==> src/rtl/sram_pkg.sv <==
// Shared encodings for the SRAM load/store unit: size codes, FSM states and
// the byte-enable masks driven onto the SRAM write-enable port.
package sram_pkg;

    typedef enum logic [1:0] {
        SZ_BYTE = 2'd0,
        SZ_HALF = 2'd1,
        SZ_WORD = 2'd2,
        SZ_ILL  = 2'd3
    } size_e;

    typedef enum logic [1:0] {
        IDLE  = 2'd0,
        ISSUE = 2'd1,
        RESP  = 2'd2
    } state_e;

    localparam logic [3:0] MASK_BYTE = 4'b0001;
    localparam logic [3:0] MASK_HALF = 4'b0011;
    localparam logic [3:0] MASK_WORD = 4'b1111;

    // Illegal size maps to an empty mask so no SRAM write can occur.
    function automatic logic [3:0] byte_mask(input logic [1:0] size);
        logic [3:0] m;
        m = 4'b0000;
        case (size)
            SZ_BYTE: m = MASK_BYTE;
            SZ_HALF: m = MASK_HALF;
            SZ_WORD: m = MASK_WORD;
            default: m = 4'b0000;
        endcase
        return m;
    endfunction

endpackage

==> src/rtl/sram_load_ext.sv <==
// Combinational load extender: picks the low byte/half/word of the SRAM read
// data and sign- or zero-extends it to 32 bits.
module sram_load_ext
    import sram_pkg::*;
(
    input  logic [1:0]  size,
    input  logic        zero_ext,
    input  logic [31:0] data,
    output logic [31:0] result
);

    always_comb begin
        result = '0;
        case (size)
            SZ_BYTE: result = {{24{~zero_ext & data[7]}}, data[7:0]};
            SZ_HALF: result = {{16{~zero_ext & data[15]}}, data[15:0]};
            SZ_WORD: result = data;
            default: result = '0;
        endcase
    end

endmodule

==> src/rtl/sram_lsu.sv <==
// Single-outstanding load/store unit in front of the byte-addressable SRAM.
// Request is captured, issued to the SRAM for one cycle, then held as a response.
module sram_lsu
    import sram_pkg::*;
#(
    parameter int ADDR_W = 16,
    parameter int DATA_W = 32
) (
    input  logic              clk,
    input  logic              rst,
    input  logic              req_valid,
    output logic              req_ready,
    input  logic              req_we,
    input  logic [1:0]        req_size,
    input  logic              req_unsigned,
    input  logic [ADDR_W-1:0] req_addr,
    input  logic [DATA_W-1:0] req_wdata,
    output logic              resp_valid,
    input  logic              resp_ready,
    output logic [DATA_W-1:0] resp_rdata,
    output logic              resp_err,
    output logic [3:0]        mem_w_en,
    output logic [ADDR_W-1:0] mem_address,
    output logic [DATA_W-1:0] mem_write_data,
    input  logic [DATA_W-1:0] mem_read_data
);

    state_e            state;
    logic              we_q;
    logic              uns_q;
    logic [1:0]        size_q;
    logic [ADDR_W-1:0] addr_q;
    logic [DATA_W-1:0] wdata_q;
    logic [3:0]        w_en_q;
    logic [DATA_W-1:0] ext_data;
    logic              accept;

    // In RESP a new request can only enter on the same edge the response leaves.
    assign req_ready = (state == IDLE) || ((state == RESP) && resp_ready);
    assign accept    = req_valid && req_ready;

    sram_load_ext u_ext (
        .size     (size_q),
        .zero_ext (uns_q),
        .data     (mem_read_data),
        .result   (ext_data)
    );

    always_ff @(posedge clk) begin
        if (rst) begin
            state      <= IDLE;
            we_q       <= 1'b0;
            uns_q      <= 1'b0;
            size_q     <= 2'd0;
            addr_q     <= '0;
            wdata_q    <= '0;
            w_en_q     <= 4'b0000;
            resp_valid <= 1'b0;
            resp_rdata <= '0;
            resp_err   <= 1'b0;
        end else begin
            // Write enable is only ever live for the single ISSUE cycle.
            w_en_q <= 4'b0000;
            if (accept) begin
                we_q    <= req_we;
                uns_q   <= req_unsigned;
                size_q  <= req_size;
                addr_q  <= req_addr;
                wdata_q <= req_wdata;
                w_en_q  <= req_we ? byte_mask(req_size) : 4'b0000;
            end
            case (state)
                IDLE: begin
                    if (accept) state <= ISSUE;
                end
                ISSUE: begin
                    resp_valid <= 1'b1;
                    resp_err   <= (size_q == SZ_ILL);
                    resp_rdata <= (!we_q && size_q != SZ_ILL) ? ext_data : '0;
                    state      <= RESP;
                end
                RESP: begin
                    if (resp_ready) begin
                        resp_valid <= 1'b0;
                        state      <= req_valid ? ISSUE : IDLE;
                    end
                end
                default: state <= IDLE;
            endcase
        end
    end

    // Gate with reset so a store interrupted in ISSUE never reaches the array.
    assign mem_w_en       = rst ? 4'b0000 : w_en_q;
    assign mem_address    = addr_q;
    assign mem_write_data = wdata_q;

endmodule

==> config.mk <==
export PLATFORM = sky130hd
export DESIGN_NAME = sram_lsu
export DESIGN_NICKNAME = d
export VERILOG_FILES = /design/src/rtl/sram_pkg.sv /design/src/rtl/sram_load_ext.sv /design/src/rtl/sram_lsu.sv
export SDC_FILE = /design/constraint.sdc
export NUM_CORES = 1
export LEC_CHECK = 0
export BUFFER_PORTS_ARGS = -buffer_cell sky130_fd_sc_hd__buf_2
export CAP_MARGIN = 10
export CELL_PAD_IN_SITES_DETAIL_PLACEMENT = 1
export CELL_PAD_IN_SITES_GLOBAL_PLACEMENT = 1
export CORE_ASPECT_RATIO = 1.2
export CORE_MARGIN = 3
export CORE_UTILIZATION = 25
export DETAILED_ROUTE_END_ITERATION = 6
export PLACE_DENSITY = 0.67
export SYNTH_ARGS = -nofsm -noshare
export SYNTH_HDL_FRONTEND = slang
export SYNTH_SLANG_ARGS = --single-unit
==> constraint.sdc <==
create_clock -name clk -period 1.3 [get_ports clk]
set_input_delay 0.195 -clock clk [delete_from_list [all_inputs] [get_ports clk]]
set_output_delay 0.195 -clock clk [all_outputs]
set_load 0.01 [all_outputs]
==> impl.org, run 1 <==
** Global routing
- The number of antenna violations at the first check in global routing was 3.
- For met1 alone, demand over resource in global routing was 19.5%.
- Global-route wire length before repair :: 23.1 mm
- Met2 capacity usage during global routing :: 29.7%
- Global routing used 16.9% of the available tracks.
- met2 is the most crowded layer.
- Global routing used roughly 5.8% of the available met3 tracks.
- The via count of the first global-routing pass was 4,338.
- The total overflow left after global routing is 0.
- Entering global routing, the biggest net connects 53 pins.

** Setup path
- The signal on the critical path passes through nand2b_4 > or4_4 > o2bb2ai_4.
- Maximum cell stage delay along the critical path :: 0.62 ns
- The worst register-to-register path begins at state[1]$_SDFFE_PP0P_.
- Signal arrival time at the worst endpoint :: 1.64 ns
- The largest individual stage delay along the critical path comes from the cell or4_4.
- The most critical setup path has its startpoint at state[1]$_SDFFE_PP0P_.
- Endpoint type of the worst setup path :: flop
- Crit path required time :: 1.57 ns
- Type of the setup path with the least slack :: flop to flop
- Element type at the critical path start :: flop
- Critical path fanouts, max :: 8

** STA
- Slack of the critical path :: -0.0722 ns
- Max-slew violation count :: 0
- For the finished layout, the period the worst path requires is roughly 1.4 ns.
- Final count of negative-setup-slack endpoints :: 18
- The final count of hold timing violations is 0.
- After layout, the worst path uses 106% of the clock period.
- The worst pin sits at a relative slew slack of between 60 and 70%.
- Static timing analysis puts the maximum clock frequency at 729 MHz.
- For the pin with the worst max-slew slack, the measured transition is approximately 0.52 ns.
- RSZ-0062 raised after global routing :: true
- On the final layout, the worst clock skew is 0.00617 ns.
- Setup tns final :: -0.854 ns

** Detailed routing
- Vias per cell :: roughly 5.3
- Routed wire length :: 15.2 mm
- The count of nets left with antenna violations once routing finished came out at 0.
- Number of vias after detailed routing :: ~4,200
- The detailed router finished its first iteration with 146 violations.
- Final routed wire length divided by cell count :: just under 20 µm
- For this run, design rule violations remaining after detail routing come to 0.
- The pre-antenna-repair detailed-routing pass consisted of 4 iterations.

** CTS
- After clock tree synthesis, the clock-pin slew on the worst setup and hold paths is 0.07 ns.
- Clock tree from TritonCTS :: yes
- Skew-Pair Late Insertion Delay :: 0.34 ns
- The clock passes through at most 2 buffers.
- CTS saw 91 sinks.
- Cts hold-fix bufs :: 0
- H-tree Lvls :: 3
- The root buffer cell chosen for the clock tree is clkbuf_16.
- TritonCTS buffer count :: 9

** Floorplan
- about 180 I/O pins were placed.
- Initial cell density of the core :: 26.0%
- The floorplan step defined a die boundary enclosing 0.0168 mm².
- The die is 142 µm tall.
- CORE AREA :: 0.0147 mm²
- From left edge to right edge, the die measures about 120 µm.
- The floorplan has 48 rows.

** Outcome
- Violated checks :: setup timing
- The run finished, with violations left.

** Pwr
- Dividing total power by cell area gives a power density of approximately 1200 mW/mm².
- Leak pwr :: 2.47 nW
- Across the VDD grid, the largest voltage drop is 0.467 mV.

** Cells and area
- Share of final-layout standard cells stronger than drive strength 1 :: 49.3%
- The filler cells instantiated in the layout total 1,723.
- Final design instance area without fill :: around 0.0058 mm²
- The area growth from synthesis to layout is 50.6%.
- Number of nets in the finished design :: 673
- Number of antenna diodes :: 0

** Synthesis
- Synth cell count leaders :: dfxtp_1 (91), a21oi_1 (62), nand4_1 (52), o31ai_1 (52), clkbuf_1 (41)
- Count of flip-flops with a built-in enable after synthesis :: 0
- By area the synthesized netlist is led by dfxtp_1 (48%), o31ai_1 (10%), nand4_1 (8.5%).
- Dominant register cell in the synthesized netlist :: dfxtp_1
- Mapped cell area :: roughly 0.0038 mm²
- Proportion of netlist area held by the largest area contributor :: ~48%
- The netlist uses 32 different library cells.
- Of the synthesized area, sequential elements account for 47.6%.
- Library cell with the largest summed area after synthesis :: dfxtp_1
- Synthesis inferred 91 register bits.
- Asr flop ratio synth :: 0%
- Cell with the most instances after synthesis :: dfxtp_1
- Gate count after technology mapping :: between 400 and 500
- Counting every net in the synthesized netlist gives 510.
- Post-synthesis area per instance :: 9.12 µm²
- Yosys printed 0 warnings.

** Min path
- The worst hold path begins at req_addr[14].
- The tightest min-delay check is of the input port to flop type.

** Run
- The tool flagged a number of max-cap violations equal to 0.

** Placed design
- In this run the cell area measured after placement is 0.00501 mm².
- In this run the tool buffered the top-level ports with ~170 buffer cells.
- GPL Wtd Cong :: 0.735
- The wire-length estimate of the detail-placed layout is 9.96 mm.
[through the flow]
| step | hold WS [ns] | total power [mW] | util (%) | cells | setup slack [ns] |
|---|---|---|---|---|---|
| global route | 0.0963 | 7.30 | 39.2 | 788 | -0.110 |
| floorplan | 0.313 | 3.67 | - | 420 | -0.0401 |
| finish | 0.103 | 6.95 | 39.2 | 788 | -0.0722 |
| CTS | 0.0875 | 6.92 | 37.1 | 786 | -0.0823 |
| detailed placement | 0.444 | 4.19 | 34.0 | 765 | -0.357 |
| global placement | 0.437 | 4.14 | 34.0 | 765 | -0.254 |
[logic make-up (layout without fill, tap and decap cells)]
group	Yosys count	after routing	share of synthesized area (%)
mux	2	2	0.555
simple gates	103	104	16.6
buf+inv	60	227	6.66
compound gates	162	162	28.0
flops	91	91	47.6
fa+ha+maj	2	2	0.653
[cells in the final DEF, fill, tap and decap left out, drive strengths merged, types with 12 or more instances in the layout]
master	instances
buf	206
nand4	52
a22oi	16
o2bb2ai	16
nand2	20
o31ai	52
clkbuf	12
dfxtp	91
a21oi	62
[area by class of cell]
type                            instances  area, µm²  share of cell area [%]
Clock buffer                           10        229                    3.97
Clock inverter                          6       65.1                    1.13
Inverter                                3       13.8                   0.239
Multi-Input combinational cell        270       2100                    36.4
Sequential cell                        91       1840                    31.8
Tap cell                              200        250                    4.34
Timing Repair Buffer                  208       1270                    22.1
[per-layer routing]
layer	part of all wire (%)	up-vias
li1	-	1936
met1	41	2053
met2	50	149
met3	7.6	17
met4	1.2	6
met5	0.24	-
[where the power goes]
part | total, mW | leakage, nW | internal, mW | switching, mW
clock | 2.64 | 0.143 | 1.50 | 1.15
combinational | 1.25 | 1.58 | 0.544 | 0.704
sequential | 3.06 | 0.747 | 2.94 | 0.111
total | 6.95 | 2.47 | 4.98 | 1.96
[critical path, delay by kind of cell, from the launching register on]
kind             cells  cell delay, ns
AND/OR/NAND/NOR      2            0.78
flip-flops           1            0.35
AO/OA/AOI/OAI        1            0.17
[timing repair]
item / CTS / global route
gates cloned: 1 / 2
pin swaps: 10 / 6
buffers inserted: 4 / 0
resized for setup: 30 / 48
endpoints found under the setup margin: 27 / 66
[registers in the layout (all words and copies together), names as in the netlist]
signal          count
mem_address        16
resp_valid          1
uns_q               1
w_en_q              3
state               2
size_q              2
resp_err            1
resp_rdata         32
mem_write_data     32
we_q                1
[final timing paths]
| path | endpoint | slack (ns) | cells past startpoint |
|---|---|---|---|
| setup / recovery | resp_rdata[22]$_SDFFE_PP0P_ | -0.07 | 3 |
| hold / removal | mem_address[14]$_SDFFE_PP0P_ | 0.10 | 3 |
| setup reg to reg | resp_rdata[22]$_SDFFE_PP0P_ | -0.07 | 3 |
| hold reg to reg | resp_rdata[1]$_SDFFE_PP0P_ | 0.45 | 2 |
Power figures use the tool's default switching activity.
==> inputs of run 2 (changes only) <==
--- a/config.mk
+++ b/config.mk
@@ -5,6 +5,7 @@
 export SDC_FILE = /design/constraint.sdc
 export NUM_CORES = 1
 export LEC_CHECK = 0
+export ABC_AREA = 1
 export BUFFER_PORTS_ARGS = -buffer_cell sky130_fd_sc_hd__buf_2
 export CAP_MARGIN = 10
 export CELL_PAD_IN_SITES_DETAIL_PLACEMENT = 1
@@ -13,7 +14,8 @@
 export CORE_MARGIN = 3
 export CORE_UTILIZATION = 25
 export DETAILED_ROUTE_END_ITERATION = 6
-export PLACE_DENSITY = 0.67
+export PLACE_DENSITY = 0.7
 export SYNTH_ARGS = -nofsm -noshare
 export SYNTH_HDL_FRONTEND = slang
 export SYNTH_SLANG_ARGS = --single-unit
+export TNS_END_PERCENT = 10
==> impl.org, run 2 <==
** Global routing
- The total global-route track usage is 14.6% (-2.2 points).
- Pin count of the biggest net entering global routing :: 52 (-1.9%)
- The number of antenna violations at the first check in global routing was 1 (-2).
- The via count of the first global-routing pass is 3,775 (-13%).
- Leftover overflow at the end of global routing :: 0 (unchanged)
- Global-route wire length before repair :: 18.4 mm (-20%)

** Setup path
- Crit-path cells :: inv_4 > nor2_4 > nand2_2 > nor2_4 > clkbuf_16 > nand2_1 > a21oi_1
- On the critical path the largest part of the delay comes from simple AND/OR/NAND/NOR gates.
- Crit path required time :: 1.57 ns (about the same)
- Type of the setup path with the least slack :: flop to flop
- Maximum cell stage delay along the critical path :: 0.35 ns (-0.27 ns)
- The largest fanout on the critical path came to 16 (+8).
- The worst endpoint data arrival time was 1.54 ns (-0.10 ns).
- In this design, the critical path's most frequently occurring cell is nor2_4.
- The buffering stage count on the worst path with inverters included is 2 (+2).
- The worst setup path is launched from a flop.
- STA classifies the critical path endpoint as a flop.
- CP max stage cell :: dfxtp_2

** Cells and area
- Number of nets in the finished design :: 721 (+7.1%)
- Most frequent standard cell in the layout excluding fill and tap cells :: nand2_1
- Final Non-Filler Cells :: 808 (+2.5%)
- Share of final-layout standard cells stronger than drive strength 1 :: 35.8% (-13 points)
- Most used cells in the layout excluding fill and tap cells :: nand2_1 (181), buf_2 (173), dfxtp_1 (89)
- From synthesis to final layout, the design area changed by 39.5%.

** CTS
- Clock tree from TritonCTS :: yes
- The cell sitting at the root of the clock tree is a clkbuf_16.
- The H-tree depth is 3 (unchanged).
- The clock network latency to the later pin of the worst-skew pair is 0.33 ns (about the same).
- The CTS buffer count came to 9 (unchanged).
- Clk buf depth :: 2 (unchanged)
- Clock Sink Count :: 91 (unchanged)
- Register clock-pin slew on the reported worst setup and hold paths :: 0.06 ns (about the same)

** STA
- The number of max-slew violations in the final report was 0 (unchanged).
- Shortest period the worst path allows :: 1.27 ns (-0.101 ns)
- The post-route clock period utilization was 97.8% (-7.8 points).
- The worst hold slack is 0.0959 ns (-0.00747 ns).
- The worst-case headroom to the max-slew limit is 80.7% (+15 points).
- Count of final hold-check violations :: 0 (unchanged)
- Clock skew after layout :: 0.00476 ns (-0.00141 ns)
- The measured slew at the worst slew-check pin was 0.290 ns (-0.227 ns).
- RSZ-0062 raised after global routing :: true
- Maximum frequency from static timing analysis :: 787 MHz (+8.0%)
- The count of final setup violators came to 0 (-18).

** Detailed routing
- Number of vias after detailed routing :: 3,675 (-12%)
- The wire length reported by the detailed router came to 12.0 mm (-22%).
- Detailed Routing Iterations Pass 1 :: 4 (unchanged)
- Remaining antenna violation count after routing :: 0 (unchanged)
- Number of violations reported at the end of detailed-routing iteration 0 :: 164 (+12%)
- Vias per cell :: 4.55 (-14%)
- DRC violation count after routing :: 0 (unchanged)
- Final routed wire length divided by cell count :: 14.8 µm (-24%)

** Pwr
- The total power density per cell area came to 1380 mW/mm² (+15%).
- Leak pwr :: 2.35 nW (-4.9%)
- Worst ir drop on vdd :: 0.693 mV (+48%)

** Outcome
- The run finished with clean final reports.

** Synthesis
- Yosys instantiated no cell more often than nand2_1.
- Asr flop ratio synth :: 0% (unchanged)
- Gate count after technology mapping :: 467 (+11%)
- The post-synth net total came to 557 (+9.2%).
- Number of warning messages in the yosys log :: 0 (unchanged)
- By count the netlist is led by nand2_1 (181), dfxtp_1 (91), a21oi_1 (80).
- Unique cell type count in the Yosys netlist :: 21 (-34%)
- Seq cells post-synth :: 91 (unchanged)
- Mapped cell area :: 0.00359 mm² (-6.2%)
- Biggest area contributors in the synthesized netlist :: dfxtp_1 (51%), nand2_1 (19%), a21oi_1 (11%)
- The sequential share of the synthesized area is 50.7% (+3.2 points).
- Post-synthesis area per instance :: 7.69 µm² (-16%)
- The most used flip-flop cell after synthesis is dfxtp_1.
- dfxtp_1 takes more of the synthesized area than any other cell.
- Proportion of netlist area held by the largest area contributor :: 50.7% (+3.2 points)
- Count of flip-flops with a built-in enable after synthesis :: 0 (unchanged)

** Placed design
- GPL Wtd Cong :: 0.720 (-2.0%)
- Buffers added on ports :: 174 (unchanged)
- Number of placed instances, taps included :: 788 (+3.0%)
- The estimated wirelength of the detail-placed design was 8.46 mm (-15%).

** Floorplan
- IO Pins :: 175 (unchanged)
- DIE WIDTH :: 115 µm (-3.0%)
- Row cnt :: 47 (-2.1%)
- The initial cell density of the core is 25.8% (-0.26 points).
- The vertical die dimension came to 137 µm (-3.0%).
- The area inside the core boundary came to 0.0139 mm² (-5.3%).
- The area enclosed by the die boundary is 0.0158 mm² (-6.0%).

** Min path
- Worst min path class :: input port to flop

** Run
- The reported max-cap violation count was 0 (unchanged).
## run 2: logic make-up (layout without fill, tap and decap cells)
kind of cell | Yosys count | count (layout) | synth area share [%]
adder cells (fa/ha/maj) | 2 | 2 | 0.697
flip-flops | 91 | 91 | 50.7
AO/OA/AOI/OAI | 94 | 94 | 13.6
other | 0 | 1 | 0
AND/OR/NAND/NOR | 232 | 232 | 26.6
buffers and inverters | 48 | 217 | 8.40
## run 2: path summary, 6_finish.rpt
kind | start | end | depth (start not counted) | slack (ns)
worst max-delay path | state[0]$_SDFFE_PP0P_ | resp_rdata[30]$_SDFFE_PP0P_ | 7 | 0.03
worst min-delay path | mem_read_data[6] | resp_rdata[6]$_SDFFE_PP0P_ | 3 | 0.1
worst max register to register | state[0]$_SDFFE_PP0P_ | resp_rdata[30]$_SDFFE_PP0P_ | 7 | 0.03
worst min register to register | mem_write_data[16]$_SDFFE_PP0P_ | mem_write_data[16]$_SDFFE_PP0P_ | 2 | 0.46
## run 2: per-stage QoR
step,utilization (%),area [µm²],setup slack (ns),power (mW),TNS (ns)
4_1_cts,35.2,4910,0.0137,7.01,0
3_3_place_gp,32.8,4580,0.0698,4.04,0
5_1_grt,36.0,5010,-0.0466,7.30,-0.863
6_report,36.0,5010,0.0289,6.92,0
2_1_floorplan,-,3590,0.0817,3.66,0
3_5_place_dp,32.8,4580,0.0133,4.08,0
## run 2: final cells by class
cell class                 instances  area [µm²]
sequential                        91        1820
antenna                            1        2.50
clock inverter                     4        72.6
timing repair buffer             188        1080
clock buffer                      12         256
inverter                          13        58.8
fill                            1773        8930
multi-input combinational        328        1510
tap                              171         214
## run 2: worst min-delay path, delay by kind of cell
family                 cells  cell delay [ns]
buffers and inverters      1             0.09
AOI/OAI and AO/OA          1             0.05
and+or+nand+nor            1             0.05
## run 2: where the power goes
group | internal, mW | switching (mW) | leakage [nW]
Clock | 1.79 | 1.08 | 0.159
Sequential | 2.95 | 0.0875 | 0.745
Combinational | 0.424 | 0.586 | 1.44
Total | 5.16 | 1.76 | 2.35
## run 2: repair_timing
item	CTS	global route
gates resized for setup	1	13
buffers inserted	0	1
setup endpoints to repair	2	58
pin swaps	0	0
cloned	0	2
hold buffers	0	0
## run 2: layer usage
metal / up-vias / wire length, µm / GRT usage, %
met3: 13 / 840 / 4.04
met4: 0 / 220 / 6.00
met2: 117 / 6050 / 25.5
met1: 1717 / 4850 / 16.8
met5: - / 0 / 0
li1: 1828 / - / -
